### config.mk
export PLATFORM = sky130hd
export DESIGN_NAME = hamming_enc_engine
export DESIGN_NICKNAME = d
export VERILOG_FILES = /design/src/rtl/hamming_pkg.sv /design/src/rtl/hamming_enc11.sv /design/src/rtl/hamming_enc_engine.sv
export SDC_FILE = /design/constraint.sdc
export NUM_CORES = 1
export LEC_CHECK = 0
export BUFFER_PORTS_ARGS = -buffer_cell sky130_fd_sc_hd__buf_2
export CORE_MARGIN = 2
export CORE_UTILIZATION = 55
export CTS_CLUSTER_SIZE = 40
export DETAILED_ROUTE_END_ITERATION = 6
export PLACE_DENSITY = 0.79
export SLEW_MARGIN = 20
export SYNTH_ARGS = -nofsm -noshare
export SYNTH_HDL_FRONTEND = slang
export SYNTH_SLANG_ARGS = --single-unit
### constraint.sdc
create_clock -name clk -period 1.7 [get_ports clk]
set_input_delay 0 -clock clk [delete_from_list [all_inputs] [get_ports clk]]
set_output_delay 0 -clock clk [all_outputs]
set_load 0.1 [all_outputs]
### src/rtl/hamming_pkg.sv
// rtl/hamming_pkg.sv - shared SECDED encoder definitions
//
// Purpose: state encoding, run geometry defaults and the 11->16 bit
// SECDED encode function shared by the encoder engine, the decoder
// checker and benches.
// Ports: none (package).
package hamming_pkg;

  localparam int NUM_MSG_DEFAULT  = 15;
  localparam int SRC_BASE_DEFAULT = 0;
  localparam int DST_BASE_DEFAULT = 30;
  localparam int AW_DEFAULT       = 8;

  typedef logic [2:0] state_t;

  localparam state_t S_IDLE  = 3'd0;
  localparam state_t S_RD_LO = 3'd1;
  localparam state_t S_RD_HI = 3'd2;
  localparam state_t S_CAP   = 3'd3;
  localparam state_t S_WR_LO = 3'd4;
  localparam state_t S_WR_HI = 3'd5;
  localparam state_t S_DONE  = 3'd6;

  // Codeword bit k (k=1..15) is Hamming position k; bit 0 is overall parity.
  function automatic logic [15:0] hamming_encode11(input logic [11:1] d);
    logic p8, p4, p2, p1, p0;
    p8 = ^d[11:5];
    p4 = (^d[11:8]) ^ (^d[4:2]);
    p2 = d[11] ^ d[10] ^ d[7] ^ d[6] ^ d[4] ^ d[3] ^ d[1];
    p1 = d[11] ^ d[9] ^ d[7] ^ d[5] ^ d[4] ^ d[2] ^ d[1];
    p0 = (^d) ^ p8 ^ p4 ^ p2 ^ p1;
    return {d[11:5], p8, d[4:2], p4, d[1], p2, p1, p0};
  endfunction

endpackage

### src/rtl/hamming_enc11.sv
// rtl/hamming_enc11.sv - combinational 11-bit to 16-bit SECDED encoder
//
// Purpose: thin wrapper around hamming_encode11.
// Ports:
//   data     in  11  message bits d[11:1]
//   codeword out 16  {d[11:5], p8, d[4:2], p4, d1, p2, p1, p0}
module hamming_enc11
  import hamming_pkg::*;
(
  input  logic [10:0] data,
  output logic [15:0] codeword
);

  assign codeword = hamming_encode11(data);

endmodule

### src/rtl/hamming_enc_engine.sv
// rtl/hamming_enc_engine.sv - memory-mapped SECDED encoder sequencer
//
// Purpose: on start, reads NUM_MSG packed 11-bit messages from SRC_BASE,
// encodes each and writes the 16-bit codewords to DST_BASE, 5 cycles per
// message.
// Ports:
//   clk        in      clock, rising edge
//   reset      in      synchronous active-low reset
//   start      in      run request, honoured only in IDLE or DONE
//   busy       out     run in progress
//   done       out     run complete, held until next accepted start
//   mem_addr   out AW  byte address
//   mem_rd_en  out     read strobe, data returns next cycle
//   mem_rdata  in  8   read data
//   mem_wr_en  out     write strobe
//   mem_wdata  out 8   write data
module hamming_enc_engine
  import hamming_pkg::*;
#(
  parameter int NUM_MSG  = NUM_MSG_DEFAULT,
  parameter int SRC_BASE = SRC_BASE_DEFAULT,
  parameter int DST_BASE = DST_BASE_DEFAULT,
  parameter int AW       = AW_DEFAULT
) (
  input  logic          clk,
  input  logic          reset,
  input  logic          start,
  output logic          busy,
  output logic          done,
  output logic [AW-1:0] mem_addr,
  output logic          mem_rd_en,
  input  logic [7:0]    mem_rdata,
  output logic          mem_wr_en,
  output logic [7:0]    mem_wdata
);

  localparam int IW = (NUM_MSG > 1) ? $clog2(NUM_MSG) : 1;

  state_t        state;
  logic [IW-1:0] idx;
  logic [7:0]    lo_q;
  logic [15:0]   cw_q;
  logic [15:0]   enc_cw;
  logic [AW-1:0] offset;
  logic [AW-1:0] src_addr;
  logic [AW-1:0] dst_addr;

  // During CAP the high byte is on mem_rdata; only bits [2:0] carry data.
  hamming_enc11 u_enc (
    .data     ({mem_rdata[2:0], lo_q}),
    .codeword (enc_cw)
  );

  // Byte offset 2*i; sums wrap modulo 2^AW by construction.
  assign offset   = AW'({idx, 1'b0});
  assign src_addr = AW'(SRC_BASE) + offset;
  assign dst_addr = AW'(DST_BASE) + offset;

  assign busy = (state == S_RD_LO) || (state == S_RD_HI) || (state == S_CAP) ||
                (state == S_WR_LO) || (state == S_WR_HI);
  assign done = (state == S_DONE);

  always_comb begin
    mem_addr  = '0;
    mem_rd_en = 1'b0;
    mem_wr_en = 1'b0;
    mem_wdata = '0;
    case (state)
      S_RD_LO: begin
        mem_rd_en = 1'b1;
        mem_addr  = src_addr;
      end
      S_RD_HI: begin
        mem_rd_en = 1'b1;
        mem_addr  = src_addr + AW'(1);
      end
      S_WR_LO: begin
        mem_wr_en = 1'b1;
        mem_addr  = dst_addr;
        mem_wdata = cw_q[7:0];
      end
      S_WR_HI: begin
        mem_wr_en = 1'b1;
        mem_addr  = dst_addr + AW'(1);
        mem_wdata = cw_q[15:8];
      end
      default: ;
    endcase
  end

  always_ff @(posedge clk) begin
    if (!reset) begin
      state <= S_IDLE;
      idx   <= '0;
      lo_q  <= '0;
      cw_q  <= '0;
    end else begin
      case (state)
        S_IDLE, S_DONE: begin
          if (start) begin
            state <= S_RD_LO;
            idx   <= '0;
          end
        end
        S_RD_LO: state <= S_RD_HI;
        S_RD_HI: begin
          lo_q  <= mem_rdata;
          state <= S_CAP;
        end
        S_CAP: begin
          cw_q  <= enc_cw;
          state <= S_WR_LO;
        end
        S_WR_LO: state <= S_WR_HI;
        S_WR_HI: begin
          if (idx == IW'(NUM_MSG - 1)) begin
            state <= S_DONE;
          end else begin
            idx   <= idx + IW'(1);
            state <= S_RD_LO;
          end
        end
        default: state <= S_IDLE;
      endcase
    end
  end

endmodule
After elaboration in Yosys (flattened, before gate mapping)
Index checks and enable logic that the tools add are counted.

storage, ports and cells
  bits in registers = 31
  output and inout port bits = 20
  logic and storage cells = 58
  input bits = 11

cells by class
  reduce and logical (&&, ||, !) cells = 14
  equal/unequal tests = 9
  muxes and demuxes = 10
  bitwise operators = 17
  add/sub/neg operators = 4

operator list
  cell                   number
  $pmux W7 S4            1
  $pmux W3 S6            1
  $xor A1 B1 Y1          17
  $pmux W8 S2            1
  $reduce_xor A11 Y1     1
  $eq A3 B3 Y1 const B   3
  $mux W4                2
  $pmux W4 S2            1
  $add A6 B1 Y7 const B  1
  $reduce_xor A7 Y1      1
  $add A5 B1 Y6 const B  1
  $add A5 B5 Y6 const A  1
  $eq A3 B2 Y1 const B   2
  $mux W3                2
  $reduce_or A2 Y1       3
  $add A4 B1 Y4 const B  1
  $eq A4 B4 Y1 const B   1
  $logic_or A1 B1 Y1     4
  $ne A2 B2 Y1 const B   2
  $reduce_xor A4 Y1      1
  $eq A3 B1 Y1 const B   1
  $logic_not A3 Y1       1
  $reduce_and A3 Y1      1
  $reduce_xor A3 Y1      1
  2 further kinds        3

Longest topological paths before layout
Gate-level depths: netlist of run 1.

  word-level depth = 8
  gate-level depth with buffers = 6
  mapped depth without buffers = 6

By module
Synthesis of run 1 repeated with hierarchy kept, for this count alone.

unflattened totals
  cells, all modules = 218
  area, all modules = 1826.8 um^2

by module, submodules not included
  module              area an instance (um^2)  cells an instance  instances  seq. area each (um^2)
  hamming_enc_engine  1557.7                   189                1          620.6
  hamming_enc11       269.0                    29                 1          0.0

Worst setup path before layout of run 1
OpenSTA, ideal clock, no wires.

  path type = register to output
  start = register state[0]
  end = output port mem_addr[3]
  arrival = 3.272 ns
  slack = -1.572 ns
  cell stages (with the launch flop) = 6
  cell sequence = dfxtp_1 -> buf_2 -> xnor2_1 -> nor2_1 -> o21ai_0 -> o21ai_0

between the ends
  word-level cells in the longest chain between the ends = 2

RTL lines
  item                                  RTL line                   RTL
  start, declared                       hamming_enc_engine.sv:39   state_t state;
  start signal, assigned                hamming_enc_engine.sv:93   state <= S_IDLE;
  start signal, assigned                hamming_enc_engine.sv:101  state <= S_RD_LO;
  start signal, assigned                hamming_enc_engine.sv:105  S_RD_LO: state <= S_RD_HI;
  $eq A3 B3 Y1 (tied with other cells)  hamming_enc_engine.sv:68   case (state)
  $pmux W7 S4 (*)                       hamming_enc_engine.sv:68
  end, declared                         hamming_enc_engine.sv:30   output logic [AW-1:0] mem_addr,

Mark *: on every way between the ends. The rest lies on a longest branch, timed or not.

Worst setup path in the final report of run 1
  start = register state[0]
  end = output port mem_addr[0]

Same word-level chain as after synthesis.

==> results of run 1 <==
flip-flops by register name, indices dropped and copies added (netlist names):
name	flops
cw_q	16
lo_q	8
idx	4
state	3
worst max-delay path: stages (launching register included):
cell and delay (ns):
dfxtp_1 0.38, buf_4 0.20, nor3b_2 0.15, buf_4 0.23, a21o_1 0.15, buf_12 0.18
power by group through the flow:
stage	Sequential, W	Clock, W	Combinational (W)
after floorplan	0.000793	0	0.000504
final	0.000787	0.000607	0.000704
after global routing	0.000792	0.000643	0.000734
after detailed placement	0.000803	0	0.000673
after CTS	0.000787	0.000616	0.000698
after global placement	0.000802	0	0.000667
metrics by stage:
step / setup TNS (ns) / utilization [%]
after global placement: 0 / 75.1
after detailed placement: 0 / 75.1
after CTS: 0 / 80.8
final: 0 / 81.2
after floorplan: -0.199 / -
after global routing: 0 / 81.2
layout by cell type (no fill, tap or decap), types with 2 or more instances in the layout:
cell type and n:
a21oi_1 18, a21oi_2 2, buf_12 17, buf_2 11, buf_4 11, clkbuf_4 5, conb_1 2, dfxtp_1 29
dfxtp_2 2, dlygate4sd3_1 9, ha_1 3, inv_1 3, mux2i_1 16, nand2_1 36, nand3_1 6, nand4_1 2
nor2_1 16, nor2_2 8, nor3_1 2, o21ai_0 5, o21ai_1 3, o21ai_2 2, o21ai_4 2, or3_1 2
xnor2_1 7, xnor2_2 2, xnor3_1 4, xor2_1 3, xor3_1 2
kinds of logic after synthesis:
| group | synth area share, % |
|---|---|
| buffers and inverters | 4.77 |
| muxes | 9.26 |
| DFF | 35.9 |
| other | 0.217 |
| adders and majority gates | 2.17 |
| AOI/OAI and AO/OA | 10.6 |
| xor gates and xnor gates | 17.4 |
| and+or+nand+nor | 19.7 |
what timing repair did:
action                                  CTS  global route
hold endpoints to repair                 13             1
endpoints found under the setup margin    2             3
hold buffers                              8             1
cloned                                    0             0
pin swaps                                 0             0
resized for setup                         1             2
per-layer routing:
layer	up-vias	wire length (um)	global-route usage, %
li1	765	-	-
met1	694	1690	29.8
met2	61	2160	42.1
met3	9	197	6.71
met4	0	79	8.89
met5	-	0	0
layout make-up:
class,instances,area (um^2),share of cell area [%]
multi-input combinational,155,1110,45.1
clock buffer,6,51.3,2.09
clock inverter,2,35.0,1.42
timing repair buffer,48,568,23.1
inverter,5,18.8,0.763
tap,44,55.1,2.24
sequential,31,623,25.3
path summary, 6_finish.rpt:
kind	startpoint	to	slack (ns)
worst max-delay path	state[0]$_SDFFE_PN0P_	mem_addr[0]	0.08
worst min-delay path	start	state[1]$_SDFFE_PN0P_	0.03
worst max register to register	idx[0]$_SDFFE_PN0P_	idx[3]$_SDFFE_PN0P_	0.15
worst min register to register	cw_q[6]$_SDFFE_PN0P_	cw_q[6]$_SDFFE_PN0P_	0.46
==> flow_summary_export.csv, run 1 <==
group,metric,value,unit
outcome,outcome,"finished, final reports clean",
power_and_ir_drop,p_leak,0.970,nW
yosys,yosys-top-cells-area,"dfxtp_1 (36%), mux2i_1 (9.3%), nand2_1 (7.8%), a21oi_1 (5.8%), nor2_1 (5.4%)",
global_routing,grt-ovfl-total,0,
routing,antenna_left,0,
place,placedInstanceArea,2270,um^2
min_path,hp-class,"in2reg",
clocking,cts_tree,"done",
yosys,ys_seq_area_share,35.9,%
timing,slew_viol_final,0,
final_layout,diodes,0,
global_routing,grt_pass1_wl,6470,um
global_routing,grt_max_degree,24,
floorplan,die_w,60.1,um
yosys,syn_avg_cell_area,8.57,um^2
timing,clock.fmax,0.617,GHz
yosys,synth_top_area_share,35.9,%
clocking,cts_setup_buffers,0,
power_and_ir_drop,p_switching,0.000680,W
routing,vias_per_cell,5.25,
timing,fin_hold_ws,0.0336,ns
clocking,cts_buffer_depth,2,
routing,wl_per_cell,14.2,um
critical_path,cp_max_fo,9,
floorplan,dieArea,3610,um^2
power_and_ir_drop,ir_drop,0.754,mV
place,io_buffers,28,
yosys,synth_warnings,0,
critical_path,startpoint_type,"flop",
yosys,syn_inst,202,
final_layout,fill_cells,173,
critical_path,critPathKind,"reg2out",
global_routing,first_global_vias,1443,
critical_path,crit_arrival,1.62,ns
timing,setup_ws,0.0790,ns
final_layout,area_growth_syn_to_layout,42.2,%
power_and_ir_drop,power,0.00210,W
place,dpl.cell_count,274,
yosys,postSynth.asyncResetShare,0,%
final_layout,fin_nets,260,
yosys,synth_edf_count,0,
job,cap_violations,0,
critical_path,critPathCaptureType,"primary output",
floorplan,die_y,60.1,um
yosys,synth_top_flop_cell,"dfxtp_1",
routing,drc_errors,0,
yosys,synthesis.area,1730,um^2
floorplan,core,3030,um^2
place,place_hpwl,2810,um
clocking,htreeDepth,2,
power_and_ir_drop,powerDensity,853,nW/um^2
critical_path,critical_path_required,1.70,ns
routing,totalWireLength,4130,um
yosys,synthDistinctLibCells,35,
yosys,ys_seq_elements,31,
floorplan,rows,20,
clocking,clock_latency,0.33,ns
yosys,synthTopCellsByCount,"nand2_1 (36), dfxtp_1 (31), nor2_1 (25)",
min_path,min_path_cells,4,
floorplan,start_util,57.1,%
clocking,cts-root-buf,"clkbuf_4",
critical_path,r2r_cells,6,
routing,drt_iter0_markers,76,
routing,num_vias,1529,
clocking,clock_sinks,31,
yosys,yosysTopAreaCell,"dfxtp_1",
floorplan,io_pins,31,
timing,finClkSkew,0.0102,ns
timing,setup_viol,0,
power_and_ir_drop,seq_power_share,37.5,%
timing,fin_crit_sh,95.4,%
power_and_ir_drop,pwr-share-clk,28.9,%
timing,grt_setup_unrepaired,"false",
clocking,numCtsBuffers,5,
power_and_ir_drop,netSwitchingFraction,32.4,%
global_routing,antenna_found_initial,0,
final_layout,layoutNonFillerInstCount,291,
final_layout,post-route-cell-area,2460,um^2
final_layout,drive_gt1_share,28.7,%
power_and_ir_drop,p_comb_share,33.5,%
yosys,post-synth-top-count-cell,"nand2_1",
timing,period_minus_slack,1.62,ns
clocking,clk_pin_slew,0.10,ns
power_and_ir_drop,internal-power,0.00142,W
place,pre_cts_ws,0.133,ns
routing,first_pass_iters,4,
global_routing,grt.total_usage,24.7,%
timing,hold_violations,0,
place,place.gp.congestion,0.889,
Power figures use the tool's default switching activity.
==> inputs of run 2 (changes only) <==
--- a/config.mk
+++ b/config.mk
@@ -8,10 +8,12 @@
 export BUFFER_PORTS_ARGS = -buffer_cell sky130_fd_sc_hd__buf_2
 export CORE_MARGIN = 2
 export CORE_UTILIZATION = 55
+export CTS_CLUSTER_DIAMETER = 150
 export CTS_CLUSTER_SIZE = 40
 export DETAILED_ROUTE_END_ITERATION = 6
-export PLACE_DENSITY = 0.79
+export PLACE_DENSITY = 0.78
 export SLEW_MARGIN = 20
 export SYNTH_ARGS = -nofsm -noshare
 export SYNTH_HDL_FRONTEND = slang
+export SYNTH_HIERARCHICAL = 1
 export SYNTH_SLANG_ARGS = --single-unit
==> run 2 against run 1 <==
Against the previous run:
- clock-buffer cell count rose by 1
- die area rose by 5.2%
- critical endpoint is now mem_addr[3]
- critical path depth did not move
- first-iteration DRC count fell by 41%
- combinational power fell by 20%
- worst setup slack got worse by 0.054 ns
- clock skew barely moved
- register-to-register slack got worse by 0.11 ns
- wire length rose by 1.6%
- sequential share of layout area rose by 0.64 points
- largest power group unchanged
- sequential cell count did not move
==> flow_summary_export.csv, run 2 <==
group,metric,value,unit
floorplan,start_util,58.9,%
timing,finClkSkew,0.0106,ns
critical_path,critical_path_required,1.70,ns
global_routing,grt_max_degree,18,
final_layout,post-route-cell-area,2410,um^2
power_and_ir_drop,powerDensity,721,nW/um^2
power_and_ir_drop,ir_drop,0.541,mV
power_and_ir_drop,p_leak,0.944,nW
timing,setup_viol,0,
yosys,ys_seq_elements,31,
job,cap_violations,0,
global_routing,grt_pass1_wl,6580,um
floorplan,rows,20,
clocking,clock_latency,0.34,ns
global_routing,first_global_vias,1449,
yosys,postSynth.asyncResetShare,0,%
critical_path,startpoint_type,"flop",
timing,clock.fmax,0.597,GHz
yosys,yosysTopAreaCell,"dfxtp_1",
final_layout,final_common_cell,"nand2_1",
final_layout,seq_area,627,um^2
final_layout,fin_nets,263,
routing,totalWireLength,4190,um
critical_path,crit_arrival,1.67,ns
final_layout,multi_input_comb_area,1080,um^2
final_layout,drive_gt1_share,27.2,%
floorplan,die_w,61.6,um
yosys,synth_warnings,6,
routing,vias_per_cell,5.42,
routing,drc_errors,0,
outcome,outcome,"finished, final reports clean",
routing,num_vias,1593,
yosys,synthDistinctLibCells,40,
clocking,cts_buffer_depth,2,
clocking,cts-root-buf,"clkbuf_4",
timing,hold_violations,0,
critical_path,critPathKind,"reg2out",
critical_path,critPathCaptureType,"primary output",
clocking,htreeDepth,2,
floorplan,io_pins,31,
final_layout,fill_cells,225,
routing,drt_iter0_markers,45,
critical_path,cp_max_fo,13,
yosys,syn_inst,218,
final_layout,diodes,0,
final_layout,reg_top3,"cw_q x16, lo_q x8, idx x4",
global_routing,antenna_found_initial,0,
place,placedInstanceArea,2230,um^2
clocking,cts_tree,"done",
final_layout,final_cell_mix,"nand2_1 (38), dfxtp_1 (28), a21oi_1 (21)",
yosys,ys_seq_area_share,34.0,%
global_routing,grt.total_usage,23.6,%
timing,slew_viol_final,0,
yosys,syn_avg_cell_area,8.38,um^2
yosys,synth_top_area_share,34.0,%
final_layout,largest_register_ffs,16,
clocking,numCtsBuffers,5,
place,io_buffers,28,
timing,fin_hold_ws,0.0236,ns
timing,tns,0,ns
place,place_hpwl,2910,um
clocking,clk_pin_slew,0.09,ns
timing,period_minus_slack,1.67,ns
final_layout,top_register,"cw_q",
yosys,synthesis.area,1830,um^2
yosys,synthTopCellsByCount,"nand2_1 (38), dfxtp_1 (31), a21oi_1 (23)",
clocking,clock_sinks,31,
place,pre_cts_ws,0.0519,ns
timing,setup_ws,0.0253,ns
routing,first_pass_iters,4,
timing,fin_crit_sh,98.5,%
floorplan,dieArea,3800,um^2
routing,wl_per_cell,14.3,um
final_layout,area_growth_syn_to_layout,32.1,%
global_routing,grt-ovfl-total,0,
yosys,synth_top_flop_cell,"dfxtp_1",
min_path,hp-class,"in2reg",
yosys,yosys-top-cells-area,"dfxtp_1 (34%), mux2i_1 (8.8%), nand2_1 (7.8%), buf_4 (7.4%), a21oi_1 (6.3%)",
yosys,synth_edf_count,0,
place,place.gp.congestion,0.837,
yosys,post-synth-top-count-cell,"nand2_1",
floorplan,die_y,61.6,um
floorplan,core,3100,um^2
routing,antenna_left,0,
==> run 2: worst paths after layout <==
kind	startpoint	to	slack, ns	depth (start not counted)
max reg2reg	lo_q[4]$_SDFFE_PN0P_	cw_q[0]$_SDFFE_PN0P_	0.04	5
min	start	state[0]$_SDFFE_PN0P_	0.02	3
max	state[1]$_SDFFE_PN0P_	mem_addr[3]	0.03	5
min reg2reg	cw_q[8]$_SDFFE_PN0P_	cw_q[8]$_SDFFE_PN0P_	0.46	2
==> run 2: cell families after synthesis <==
logic type	after synthesis	synth area share (%)
xor gates and xnor gates	20	11.2
other	1	0.205
buffers and inverters	32	10.6
muxes	17	9.38
DFF	31	34.0
adders and majority gates	3	2.06
and+or+nand+nor	73	18.3
AOI/OAI and AO/OA	41	14.3
==> run 2: through the flow <==
step | std cells | total power [W] | utilization (%)
4_1_cts | 292 | 0.00173 | 76.4
3_3_place_gp | 275 | 0.00131 | 71.9
3_5_place_dp | 275 | 0.00132 | 71.9
5_1_grt | 294 | 0.00182 | 77.8
6_report | 294 | 0.00174 | 77.8
2_1_floorplan | 219 | 0.00120 | -
==> run 2: critical path, stage by stage (launching register included) <==
cell	delay, ns
dfxtp_4	0.39
nand2b_2	0.21
buf_6	0.17
nor3b_1	0.23
a21o_1	0.16
buf_12	0.18
==> run 2: layer usage <==
layer	share of wire [%]	wire, um	GRT usage (%)
met4	1.7	73	10.6
met5	0	0	0
met2	51	2150	38.9
met1	43	1800	29.9
met3	4.1	170	4.41
==> run 2: area by class of cell <==
class	instances	area share (%)
multi-input cells	156	44.6
inverters	6	0.933
clock buffers	7	1.87
repair buffers	49	24.2
clock inverters	1	0.207
flip-flops and latches	31	26.0
well taps	44	2.28
==> run 2: report_power, final <==
| group | internal [W] | switching [W] | leakage [nW] |
|---|---|---|---|
| sequential | 0.000748 | 0.0000301 | 0.252 |
| clock | 0.000161 | 0.000241 | 0.0293 |
| combinational | 0.000244 | 0.000316 | 0.662 |
| total | 0.00115 | 0.000587 | 0.944 |
==> run 2: what timing repair did <==
action,in CTS,in global routing
setup endpoints to repair,1,7
gates cloned,0,0
endpoints found under the hold margin,15,0
resized for setup,1,7
setup buffers,0,2
hold buffers,9,0
==> inputs of run 3 (changes only) <==
--- a/config.mk
+++ b/config.mk
@@ -7,11 +7,11 @@
 export LEC_CHECK = 0
 export BUFFER_PORTS_ARGS = -buffer_cell sky130_fd_sc_hd__buf_2
 export CORE_MARGIN = 2
-export CORE_UTILIZATION = 55
+export CORE_UTILIZATION = 50
 export CTS_CLUSTER_DIAMETER = 150
 export CTS_CLUSTER_SIZE = 40
 export DETAILED_ROUTE_END_ITERATION = 6
-export PLACE_DENSITY = 0.78
+export PLACE_DENSITY = 0.75
 export SLEW_MARGIN = 20
 export SYNTH_ARGS = -nofsm -noshare
 export SYNTH_HDL_FRONTEND = slang
==> constraint.sdc (replaced) <==
create_clock -name clk -period 1.49 [get_ports clk]
set_input_delay 0.298 -clock clk [delete_from_list [all_inputs] [get_ports clk]]
set_output_delay 0.298 -clock clk [all_outputs]
set_load 0.1 [all_outputs]
==> run 3 against run 2 <==
Against the previous run:
- the flow now finishes with violations (negative setup slack)
- first-iteration DRC count up 91%
- non-clock buffer count up 13
- worst setup slack got worse by 0.36 ns
- cell area rose by 20%
- clock-buffer cell count is 1 lower
- die area increased by 9.3%
- power is 25% higher
- register-to-register slack worse by 0.14 ns
- via count up 5.2%
- final cell count grew 4.8%
==> flow_summary_export.csv, run 3 (synthesis results as in run 2) <==
group,metric,value,unit
clocking,cts-root-buf,"clkbuf_4",
critical_path,critPathCaptureType,"primary output",
power_and_ir_drop,powerDensity,752,nW/um^2
place,dpl.cell_count,292,
routing,num_vias,1676,
place,pre_cts_ws,-0.0415,ns
power_and_ir_drop,internal-power,0.00144,W
critical_path,critical_path.top_delay_family,"flip-flops",
critical_path,startpoint_type,"flop",
timing,clock.fmax,0.549,GHz
routing,first_pass_iters,4,
routing,vias_per_cell,5.44,
critical_path,crit_arrival,1.52,ns
final_layout,layoutNonFillerInstCount,308,
place,place.gp.congestion,0.862,
outcome,outcome,"finished, violations left",
final_layout,top_register,"cw_q",
global_routing,grt_pass1_wl,7810,um
critical_path,slowest_stage,"dfxtp_4",
final_layout,largest_register_ffs,16,
clocking,htreeDepth,2,
floorplan,rows,21,
power_and_ir_drop,netSwitchingFraction,34.0,%
clocking,cts_buffer_depth,2,
floorplan,start_util,53.5,%
min_path,hp-class,"in2reg",
floorplan,io_pins,31,
routing,antenna_left,0,
final_layout,diodes,0,
timing,fin_hold_ws,0.201,ns
power_and_ir_drop,seq_power_share,41.0,%
critical_path,critPathMaxStageDelay,0.43,ns
final_layout,drive_gt1_share,46.9,%
place,io_buffers,28,
floorplan,die_w,64.4,um
final_layout,post-route-cell-area,2900,um^2
critical_path,cp_max_fo,7,
timing,fin_crit_sh,122,%
floorplan,core,3420,um^2
global_routing,first_global_vias,1573,
power_and_ir_drop,ir_drop,0.757,mV
floorplan,dieArea,4150,um^2
global_routing,grt_use_met1,32.6,%
power_and_ir_drop,p_switching,0.000743,W
clocking,clk_pin_slew,0.11,ns
place,place_hpwl,3290,um
global_routing,gr-max-usage-layer,"met2",
critical_path,critical_path_required,1.19,ns
timing,slew_viol_final,0,
clocking,clock_latency,0.34,ns
clocking,numCtsBuffers,5,
critical_path,path_cells,"nand2b_4, inv_4, mux2_4, buf_12",
timing,period_minus_slack,1.82,ns
global_routing,use_met2,38.9,%
timing,setup_ws,-0.330,ns
power_and_ir_drop,pwr-share-clk,22.9,%
timing,tns,-5.08,ns
routing,drc_errors,0,
job,cap_violations,0,
place,placedInstanceArea,2540,um^2
routing,totalWireLength,5060,um
global_routing,grt.total_usage,24.6,%
timing,finClkSkew,0.0209,ns
routing,wl_per_cell,16.4,um
final_layout,final_cell_mix,"nand2_1 (35), buf_4 (23), dfxtp_1 (22), buf_12 (22), a21oi_1 (20)",
critical_path,path_buf_inv,2,
floorplan,die_y,64.4,um
final_layout,fin_nets,276,
critical_path,critPathKind,"reg2out",
global_routing,grt-ovfl-total,0,
global_routing,grt.met3_usage,6.08,%
global_routing,grt_max_degree,18,
final_layout,fill_cells,166,
timing,grt_setup_unrepaired,"true",
global_routing,antenna_found_initial,0,
timing,setup_viol,21,
final_layout,reg_top3,"cw_q x16, lo_q x8, idx x4",
clocking,cts_tree,"done",
outcome,failed_checks,"negative setup slack",
timing,hold_violations,0,
routing,drt_iter0_markers,86,
clocking,clock_sinks,31,
power_and_ir_drop,p_comb_share,36.1,%
final_layout,final_common_cell,"nand2_1",
power_and_ir_drop,p_leak,1.10,nW
final_layout,area_growth_syn_to_layout,58.8,%
==> run 3: changes by cell type in the layout (fill, tap and decap cells not counted), sizes merged <==
cell | previous run | this run
buf | 40 | 61
dlygate4sd3 | 9 | 0
==> run 3: final timing paths <==
path | start | end | slack, ns | depth (start not counted)
setup / recovery | state[1]$_SDFFE_PN0P_ | mem_addr[1] | -0.33 | 4
setup reg to reg | state[1]$_SDFFE_PN0P_ | idx[3]$_SDFFE_PN0P_ | -0.10 | 7
hold / removal | mem_rdata[6] | lo_q[6]$_SDFFE_PN0P_ | 0.20 | 3
hold reg to reg | cw_q[1]$_SDFFE_PN0P_ | cw_q[1]$_SDFFE_PN0P_ | 0.49 | 2
==> run 3: stage by stage <==
step / total power [W] / util (%)
after CTS: 0.00213 / 80.5
after floorplan: 0.00142 / -
after detailed placement: 0.00159 / 74.3
after global routing: 0.00228 / 84.9
after global placement: 0.00158 / 74.3
final: 0.00218 / 84.9
==> run 3: area by class of cell <==
type	instances	area, um^2	area share (%)
clock inverter	1	5.00	0.172
timing repair buffer	62	756	26.0
sequential	31	642	22.1
tap	46	57.6	1.98
inverter	6	25.0	0.862
multi-input combinational	156	1370	47.0
clock buffer	6	51.3	1.77
==> run 3: what timing repair did <==
item / CTS / global route
cloned: 0 / 1
hold endpoints to repair: 0 / 0
hold buffers: 0 / 0
pin swaps: 5 / 11
setup endpoints to repair: 19 / 20
buffers inserted: 6 / 6
resized for setup: 28 / 21
==> run 3: worst reg2reg max path: stages (launching register included) <==
cell,delay (ns)
dfxtp_4,0.43
nand2b_4,0.24
inv_4,0.06
buf_6,0.12
buf_6,0.12
buf_4,0.13
o31ai_2,0.25
o32ai_1,0.10
==> run 3: power by group through the flow <==
stage / clock network [W] / registers [W] / logic [W]
2_1_floorplan: 0 / 0.000898 / 0.000519
3_3_place_gp: 0 / 0.000905 / 0.000673
3_5_place_dp: 0 / 0.000908 / 0.000683
4_1_cts: 0.000498 / 0.000890 / 0.000741
5_1_grt: 0.000551 / 0.000898 / 0.000832
6_report: 0.000500 / 0.000894 / 0.000788
==> run 3: metal layers <==
layer	wire length, um	up-vias
li1	-	799
met1	2170	795
met2	2490	70
met3	277	12
met4	125	0
met5	0	-
